**config.mk**
```make
export PLATFORM = sky130hd
export DESIGN_NAME = step_scheduler
export DESIGN_NICKNAME = d
export VERILOG_FILES = /design/src/rtl/step_scheduler.sv
export SDC_FILE = /design/constraint.sdc
export NUM_CORES = 1
export LEC_CHECK = 0
export ABC_AREA = 1
export ABC_CLOCK_PERIOD_IN_PS = 1900
export BUFFER_PORTS_ARGS = -buffer_cell sky130_fd_sc_hd__buf_2
export CORE_MARGIN = 2
export CORE_UTILIZATION = 40
export CTS_BUF_LIST = sky130_fd_sc_hd__clkbuf_4 sky130_fd_sc_hd__clkbuf_8
export DETAILED_ROUTE_END_ITERATION = 10
export RECOVER_POWER = 100
export SYNTH_ARGS = -nofsm -noshare
export SYNTH_HDL_FRONTEND = slang
export SYNTH_SLANG_ARGS = --single-unit
```
**constraint.sdc**
```tcl
create_clock -name clk -period 1.9 [get_ports clk]
set_input_delay 0.38 -clock clk [delete_from_list [all_inputs] [get_ports clk]]
set_output_delay 0.38 -clock clk [all_outputs]
set_load 0.05 [all_outputs]
```
**src/rtl/step_scheduler.sv**
```systemverilog
// Step sequencer playback scheduler: steps, note/gate strobes, and
// button-press to pitch-increment edit requests toward the beat store.
//
// Ports:
//   clk, rst_n       clock, async active-low reset
//   run              1 = play, 0 = stop
//   beats_flat[47:0] 16 x 3-bit beat pitches, beat i at [3i+2:3i]
//   button_valid     one-cycle press strobe, button_index[3:0] its beat
//   edit_ready       model accepts the pending write this cycle
//   step_index[3:0]  current step
//   note[2:0]        pitch latched at step start (0 = rest)
//   gate             note-on, first GATE_TICKS cycles of a sounding step
//   step_pulse       one-cycle strobe at each step start
//   edit_valid       write request pending
//   edit_data[6:0]   {beat_index, new_pitch}
//   edit_drop        one-cycle strobe: a press was discarded
module step_scheduler #(
  parameter int TICKS_PER_STEP = 3_000_000,
  parameter int GATE_TICKS     = 1_500_000
) (
  input  logic        clk,
  input  logic        rst_n,
  input  logic        run,
  input  logic [47:0] beats_flat,
  input  logic        button_valid,
  input  logic [3:0]  button_index,
  input  logic        edit_ready,
  output logic [3:0]  step_index,
  output logic [2:0]  note,
  output logic        gate,
  output logic        step_pulse,
  output logic        edit_valid,
  output logic [6:0]  edit_data,
  output logic        edit_drop
);

  localparam int TW = (TICKS_PER_STEP > 2)
                    ? $clog2(TICKS_PER_STEP) : 1;

  localparam logic [TW-1:0] TICK_LAST =
    TW'(TICKS_PER_STEP - 1);
  localparam logic [TW-1:0] GATE_LAST =
    TW'(GATE_TICKS - 1);
  localparam logic [TW-1:0] TICK_ONE = TW'(1);

  typedef enum logic [1:0] {
    ST_STOP,
    ST_GATE,
    ST_REST
  } state_e;

  state_e      state_q, state_d;
  logic [TW-1:0] tick_q, tick_d;
  logic [3:0]  step_q, step_d;
  logic [2:0]  note_q, note_d;
  logic        gate_q, gate_d;
  logic        pulse_q, pulse_d;
  logic        ev_q, ev_d;
  logic [6:0]  ed_q, ed_d;
  logic        drop_q, drop_d;

  logic [2:0]  beat [16];
  logic [3:0]  step_nxt;
  logic [2:0]  nxt_note;
  logic [2:0]  btn_pitch;
  logic        at_last;
  logic        at_gate_end;

  for (genvar g = 0; g < 16; g++) begin : g_beat
    assign beat[g] = beats_flat[3*g +: 3];
  end

  assign step_nxt    = step_q + 4'd1;
  assign nxt_note    = beat[step_nxt];
  assign at_last     = (tick_q == TICK_LAST);
  assign at_gate_end = (tick_q == GATE_LAST);

  // 3-bit add: pitch 7 wraps to 0
  assign btn_pitch = beat[button_index] + 3'd1;

  always_comb begin
    state_d = state_q;
    tick_d  = tick_q;
    step_d  = step_q;
    note_d  = note_q;
    gate_d  = gate_q;
    pulse_d = 1'b0;
    unique case (state_q)
      ST_STOP: begin
        gate_d = 1'b0;
        tick_d = '0;
        if (run) begin
          state_d = ST_GATE;
          step_d  = 4'd0;
          note_d  = beat[0];
          gate_d  = |beat[0];
          pulse_d = 1'b1;
        end
      end
      ST_GATE, ST_REST: begin
        if (!run) begin
          // stop wins over a coincident boundary
          state_d = ST_STOP;
          gate_d  = 1'b0;
          tick_d  = '0;
        end else if (at_last) begin
          state_d = ST_GATE;
          tick_d  = '0;
          step_d  = step_nxt;
          note_d  = nxt_note;
          gate_d  = |nxt_note;
          pulse_d = 1'b1;
        end else begin
          tick_d = tick_q + TICK_ONE;
          if (state_q == ST_GATE && at_gate_end) begin
            state_d = ST_REST;
            gate_d  = 1'b0;
          end
        end
      end
      default: begin
        state_d = ST_STOP;
        gate_d  = 1'b0;
        tick_d  = '0;
      end
    endcase
  end

  always_comb begin
    ev_d   = ev_q;
    ed_d   = ed_q;
    drop_d = 1'b0;
    if (ev_q && edit_ready) begin
      ev_d = 1'b0;
    end
    // a press seen while a write is pending,
    // even on its accept cycle, is dropped
    unique case (1'b1)
      (button_valid && ev_q): begin
        drop_d = 1'b1;
      end
      (button_valid && !ev_q): begin
        ev_d = 1'b1;
        ed_d = {button_index, btn_pitch};
      end
      default: begin
      end
    endcase
  end

  always_ff @(posedge clk or negedge rst_n) begin
    if (!rst_n) begin
      state_q <= ST_STOP;
      tick_q  <= '0;
      step_q  <= 4'd0;
      note_q  <= 3'd0;
      gate_q  <= 1'b0;
      pulse_q <= 1'b0;
      ev_q    <= 1'b0;
      ed_q    <= 7'd0;
      drop_q  <= 1'b0;
    end else begin
      state_q <= state_d;
      tick_q  <= tick_d;
      step_q  <= step_d;
      note_q  <= note_d;
      gate_q  <= gate_d;
      pulse_q <= pulse_d;
      ev_q    <= ev_d;
      ed_q    <= ed_d;
      drop_q  <= drop_d;
    end
  end

  assign step_index = step_q;
  assign note       = note_q;
  assign gate       = gate_q;
  assign step_pulse = pulse_q;
  assign edit_valid = ev_q;
  assign edit_data  = ed_q;
  assign edit_drop  = drop_q;

endmodule

```
## Word level (Yosys, flattened, before mapping)

Cells that the tools add are included.

| operators by class | value |
|---|---|
| add/sub/neg operators | 3 |
| multipliers | 0 |
| divide/modulo/power cells | 0 |
| $lt $le $gt $ge | 2 |
| equal/unequal tests | 8 |
| shifts and indexed selects | 0 |
| multiplexer cells | 34 |
| bitwise operators | 2 |
| reductions and logical operators | 13 |

Operators by type and width:

| kind | count |
|---|---|
| 22-bit two-way mux | 3 |
| 3-bit binary-select mux with 4-bit select | 2 |
| 22-bit by 1-bit adder with 22-bit output, second input constant | 1 |
| 22-bit by 21-bit equality test with 1-bit output, second input constant | 1 |
| 22-bit equality test, second input constant | 1 |
| 3-bit two-way mux | 7 |
| 4-bit two-way mux | 3 |
| 5-bit greater-or-equal comparator, second input constant | 2 |
| 1-bit two-way mux | 10 |
| 4-bit NOT with 5-bit output | 2 |
| 2-bit two-way mux | 4 |
| 4-bit case mux with 2 select lines | 1 |
| 2-bit inequality test, second input constant | 3 |
| 3-bit case mux with 2 select lines | 1 |
| 3-bit OR reduction | 2 |
| 4-bit by 1-bit adder with 4-bit output, second input constant | 1 |
| 1-bit logical AND | 4 |
| 4-bit inequality test, second input constant | 1 |
| 1-bit case mux with 2 select lines | 2 |
| 2-bit case mux with 2 select lines | 1 |
| 4-bit AND reduction | 1 |
| 2-bit nonzero test | 2 |
| 3-bit by 1-bit adder with 3-bit output, second input constant | 1 |
| 2-bit by 1-bit equality test with 1-bit output, second input constant | 1 |
| 5 further kinds | 5 |

| storage, ports and cells | value |
|---|---|
| flip-flop bits (word level) | 42 |
| latch bits | 0 |
| bits in writable memories | 0 |
| memory bits (read-only) | 0 |
| bits of input ports | 57 |
| output and inout port bits | 18 |
| memories kept | 0 |

## Logic depth before layout (Yosys ltp)

| logic depth | value |
|---|---|
| depth in word-level cells | 9 |
| depth in mapped cells | 14 |
| gate-level depth less buffers | 13 |

## Least setup slack after synthesis

OpenSTA, ideal clock, no wires.

| timing | value |
|---|---|
| kind | flip-flop to flip-flop |
| start | register step_q[0] (netlist: step_index[0]) |
| end | register gate_q (netlist: gate) |
| data arrival time | 1.813 ns |
| path slack | -0.030 ns |
| cell stages (with the launch flop) | 12 |
| buffers on the path | 0 |
| clock period less this slack | 1.930 ns |
| path through | dfrtp_1 -> ha_1 -> xnor2_1 -> nand3_1 -> nand3_1 -> nand2_1 -> nor2_1 -> nand2_1 -> nand2_1 -> nand2_1 -> nand2_1 -> nand2_1 |

| between the ends | value |
|---|---|
| cells in the longest elaborated chain, start to end | 9 |

RTL lines:

| what | line | source |
|---|---|---|
| from (decl) | 54 | `logic [3:0] step_q, step_d;` |
| from (signal assigned) | 165 | `step_q <= step_d;` |
| 4-bit by 1-bit adder with 4-bit output | 73 | `assign step_nxt = step_q + 4'd1;` |
| 4-bit NOT with 5-bit output (not written as such) | 74 | `assign nxt_note = beat[step_nxt];` |
| 3-bit binary-select mux with 4-bit select | 74 |  |
| 3-bit two-way mux (not written as such) (2 in a row) | 74 |  |
| 3-bit OR reduction | 111 | `gate_d = \|nxt_note;` |
| 1-bit two-way mux | 106 | `end else if (at_last) begin` |
| 1-bit two-way mux | 101 | `if (!run) begin` |
| 1-bit case mux with 2 select lines | 88 | `unique case (state_q)` |
| to (signal assigned) | 167 | `gate_q <= gate_d;` |
| to (decl) | 56 | `logic gate_q, gate_d;` |

Every way passes these cells. The select of a mux whose other input is x is not followed.
A chain may end at the register's enable or synchronous reset.

## Final worst setup path

| timing | value |
|---|---|
| start | register tick_q[0] |
| end | register tick_q[14] |

| between the ends | value |
|---|---|
| cells in the longest elaborated chain, start to end | 4 |

RTL lines:

| what | line | source |
|---|---|---|
| from (decl) | 53 | `logic [TW-1:0] tick_q, tick_d;` |
| from (signal assigned) | 164 | `tick_q <= tick_d;` |
| 22-bit by 1-bit adder with 22-bit output / 22-bit equality test (equally long branches) | 114, 75 |  |
| 22-bit two-way mux (*) | 106 |  |
| 22-bit two-way mux (*) | 101 |  |
| 22-bit two-way mux (*) | 88 |  |
| via tick_d[14] | 53 |  |

The timed path passes the listed nets; every way through them passes the cells marked *.

==> results.txt <==
- For flop-to-flop paths, the worst setup slack is 90 ps.
- Once placement finished, the instance area stood at 3810 sq um.
- Cell area after technology mapping: 3266 sq um
* Total buffers and inverters traversed by the critical path: 3
- The floorplan step defined a die boundary enclosing 8903 sq um.
- After filler insertion, the fill cell instance count of the layout stands at 811.
- Chip Width: 94.36 um
- Total number of placement rows: 32
- Timing would allow up to 0.5533 GHz.
* Placed cells: 660
- TritonCTS built the clock tree.
- Chip Height: 94.36 um
- Counting the buffers created by CTS gives 5.
* Worst setup path startpoint: tick_q[0]
* HPWL after detailed placement: 7.084 mm
- Crit-path max FO: 4
- Critical Path Max Stage Delay: 380 ps
- The number of nets handed over by synthesis was 551.
* Via count of the first global-routing pass: 3390
- Hold Path Depth: 2
- Of the available clock period, the critical path in the final layout requires 95.12%.
- In this run the critical register-to-register path is launched from tick_q[0].
- FF+latch count, synth: 42
- Number of standard cells in the layout, taps in and fillers out: 669
- The region available for standard cell placement spans 7807 sq um.
- The cell family contributing the most delay on the critical path is simple AND/OR/NAND/NOR gates.
- Leading cell type in the layout, fill and taps excluded: sky130_fd_sc_hd__nand2_1
- The signal on the critical path passes through ha_1 > nand2_1 > nor2_2 > inv_2 > nor2_4 > buf_4 > nand2_4 > nor3_4 > clkbuf_4 > a21oi_1 > nor3_1.
- For this design the static power due to leakage is 1.923 nW.
* Clock latency at the later pin of the worst-skew pair: 290 ps
- Total power per unit cell area: 739.7 nW/um^2
- Share of post-route cells with drive strength above 1: 20.63%
- For the pin with the worst max-slew slack, the measured transition is 1032 ps.
* Number of DRC markers in iteration 0: 151
- Input and output buffers added on the ports amount to 74.
- Using the TritonRoute via totals, the vias-per-cell ratio works out to 5.117.
- The final number of max-transition violations was 0.
- Leading cell types in the layout, fill and taps excluded: 103 x sky130_fd_sc_hd__nand2_1, 68 x sky130_fd_sc_hd__inv_1, 55 x sky130_fd_sc_hd__nand3_1, 55 x sky130_fd_sc_hd__buf_2, 40 x sky130_fd_sc_hd__dfrtp_1
- Clock tree synthesis found a total of 42 sinks.
- Net count reported at finish: 631
* Hold violation total from the final report: 0
* Number of antenna violations at the first check in global routing: 0
* Worst endpoint required time: 2120 ps
- Gr usage total: 21.29%
* Hold wc startpoint: edit_ready
- Path type of the worst min-delay path: primary input to flip-flop
- Remaining global-route overflow: 0
- Number of max-capacitance violations reported: 0
* Mapped Cells: 486
- Counting flops with an async set or reset pin after synthesis yields a share of 100.0%.
* Vias: 3423
* Max Root-Sink Buffers: 2
- Among all flip-flop cells after synthesis, the most frequent one is sky130_fd_sc_hd__dfrtp_1.
- Worst setup skew after layout: 4.827 ps
* Number of warnings issued by yosys: 0
- After detailed routing, the number of remaining DRC violations is 0.
- Result of the run: completed
- Post-route minimum period: 1807 ps
- The first TritonRoute pass finished after 4 iterations.
- Wires add up to 8.994 mm.
- Num ports: 75
* Avg WL per Cell: 13.44 um
- Headroom to the max-slew limit came out at 31.23%.
- Critical R2R Capture: tick_q[14]
- Dividing the synthesized area by the synthesized cell count gives 6.719 sq um.
* Critical path class: flip-flop to flip-flop
* Maximum number of pins on one net before global-route repair: 43
- Area growth from synthesis to final layout: 21.38%
- The H-tree generated during clock tree synthesis spans 2 levels.
- Setup repair after global routing could not meet its margin everywhere.
* Part of the Yosys area used for sequential elements: 32.18%
* Data arrival time of the critical path: 2020 ps
- Wire length of the first global-routing pass: 15.17 mm
- Post-Layout Inst Area: 3964 sq um
- Type of element launching the critical path: flip-flop
- Endpoints failing setup: 0
- At the end of routability-driven placement, the weighted congestion stood at 0.9563.
- Across the VDD grid, the largest voltage drop is 0.6649 mV.
- The repair_antennas step left the layout with diodes totalling 0.
* Worst reg2reg path depth: 11
* Remaining number of nets flagged by the antenna check after routing: 0
* Number of library cell types mapped by synthesis: 37
- The worst setup path is captured at a flip-flop.
* Slowest stage cell on the critical path: sky130_fd_sc_hd__dfrtp_1
- Clk root buf: sky130_fd_sc_hd__clkbuf_8
- Destination of the worst hold path: edit_valid
- Once the floorplan was initialized, standard cells occupied 41.83% of the core.
* EDFF count, synth: 0
- Clock-pin slew was measured on the worst setup and hold paths at 90 ps.
==> per-stage QoR <==
stage	hold slack (ps)	TNS [ps]	utilization, %	setup WS (ps)	power (mW)
5_1_grt	259.6	-76.89	50.77	-18.28	3.138
3_3_place_gp	442.5	0	48.80	120.7	2.361
2_1_floorplan	84.41	0	-	114.6	2.003
3_5_place_dp	457.7	0	48.80	64.13	2.372
6_report	261.5	0	50.77	92.65	2.932
4_1_cts	163.2	0	49.98	91.74	2.981
==> state kept, by name, indices dropped and copies added, names as in the netlist <==
signal,flops
tick_q,22
edit_data,7
step_index,4
note,3
state_q,2
edit_drop,1
edit_valid,1
gate,1
step_pulse,1
==> cell families (layout without fill, tap and decap cells) <==
group                      Yosys count  in the layout  share of synthesized area (%)
xor gates and xnor gates            15             15                          4.023
muxes                                1              1                         0.3448
and+or+nand+nor                    243            243                          34.44
DFF                                 42             42                          32.18
adders and majority gates            8              8                          3.065
AOI/OAI and AO/OA                   86             86                          14.25
buffers and inverters               91            172                          11.69
==> cells in the mapped netlist (2+ instances only) <==
master / number / share of area, %
sky130_fd_sc_hd__clkbuf_1: 5 / 0.57
sky130_fd_sc_hd__nor4_1: 3 / 0.57
sky130_fd_sc_hd__xor2_1: 11 / 3.0
sky130_fd_sc_hd__ha_1: 8 / 3.1
sky130_fd_sc_hd__nand2_4: 2 / 0.69
sky130_fd_sc_hd__nor3_2: 3 / 0.92
sky130_fd_sc_hd__o21bai_1: 2 / 0.46
sky130_fd_sc_hd__nor3_1: 14 / 2.1
sky130_fd_sc_hd__inv_2: 6 / 0.69
sky130_fd_sc_hd__buf_6: 2 / 0.69
sky130_fd_sc_hd__nand2_2: 2 / 0.38
sky130_fd_sc_hd__nor2_1: 39 / 4.5
sky130_fd_sc_hd__buf_4: 4 / 0.92
sky130_fd_sc_hd__o21ai_0: 40 / 6.1
sky130_fd_sc_hd__o21ai_1: 2 / 0.31
sky130_fd_sc_hd__a21oi_1: 29 / 4.4
sky130_fd_sc_hd__nor3b_1: 2 / 0.46
sky130_fd_sc_hd__xnor2_1: 4 / 1.1
sky130_fd_sc_hd__dfrtp_1: 42 / 32
sky130_fd_sc_hd__nand4_1: 5 / 0.96
sky130_fd_sc_hd__nor2_2: 3 / 0.57
sky130_fd_sc_hd__inv_1: 67 / 7.7
sky130_fd_sc_hd__o211ai_1: 10 / 2.3
sky130_fd_sc_hd__a31oi_1: 2 / 0.38
sky130_fd_sc_hd__nand2_1: 105 / 12
sky130_fd_sc_hd__nand3_1: 57 / 8.7
sky130_fd_sc_hd__nand3_2: 2 / 0.61
sky130_fd_sc_hd__buf_2: 6 / 0.92
==> metal layers <==
metal	routed length [um]	vias to the layer above	GRT usage, %
li1	-	1749	-
met1	4148	1582	27.93
met2	4339	82	37.26
met3	400	10	2.873
met4	106	0	5.072
met5	0	-	0
==> layout make-up <==
cell class / count / area [sq um] / area share [%]
sequential: 42 / 1054 / 26.58
tap: 102 / 127.6 / 3.220
clock buffer: 5 / 68.82 / 1.736
multi-input combinational: 353 / 1911 / 48.20
clock inverter: 3 / 23.77 / 0.5997
timing repair buffer: 90 / 499.2 / 12.59
inverter: 74 / 280.3 / 7.071
==> where the power goes <==
group          internal [mW]  switching (mW)  total, mW
Clock                  0.263           0.338      0.601
Sequential              1.01          0.0757       1.09
Combinational          0.367           0.874       1.24
==> worst max-delay path by stage <==
stage / depth (start not counted) / endpoint / slack [ps]
final: 11 / tick_q[14] / 90
after global routing: 11 / step_index[3] / -20
after detailed placement: 9 / edit_data[1] / 60
after floorplan: 13 / gate / 110
after CTS: 11 / step_index[0] / 90
after global placement: 9 / edit_data[1] / 120
==> timing repair <==
item	in CTS	in global routing
setup endpoints to repair	0	12
buffers inserted	0	1
gates resized for setup	0	18
hold buffers	0	0
endpoints found under the hold margin	0	0
Note: power is estimated with default switching activity, not from simulation.
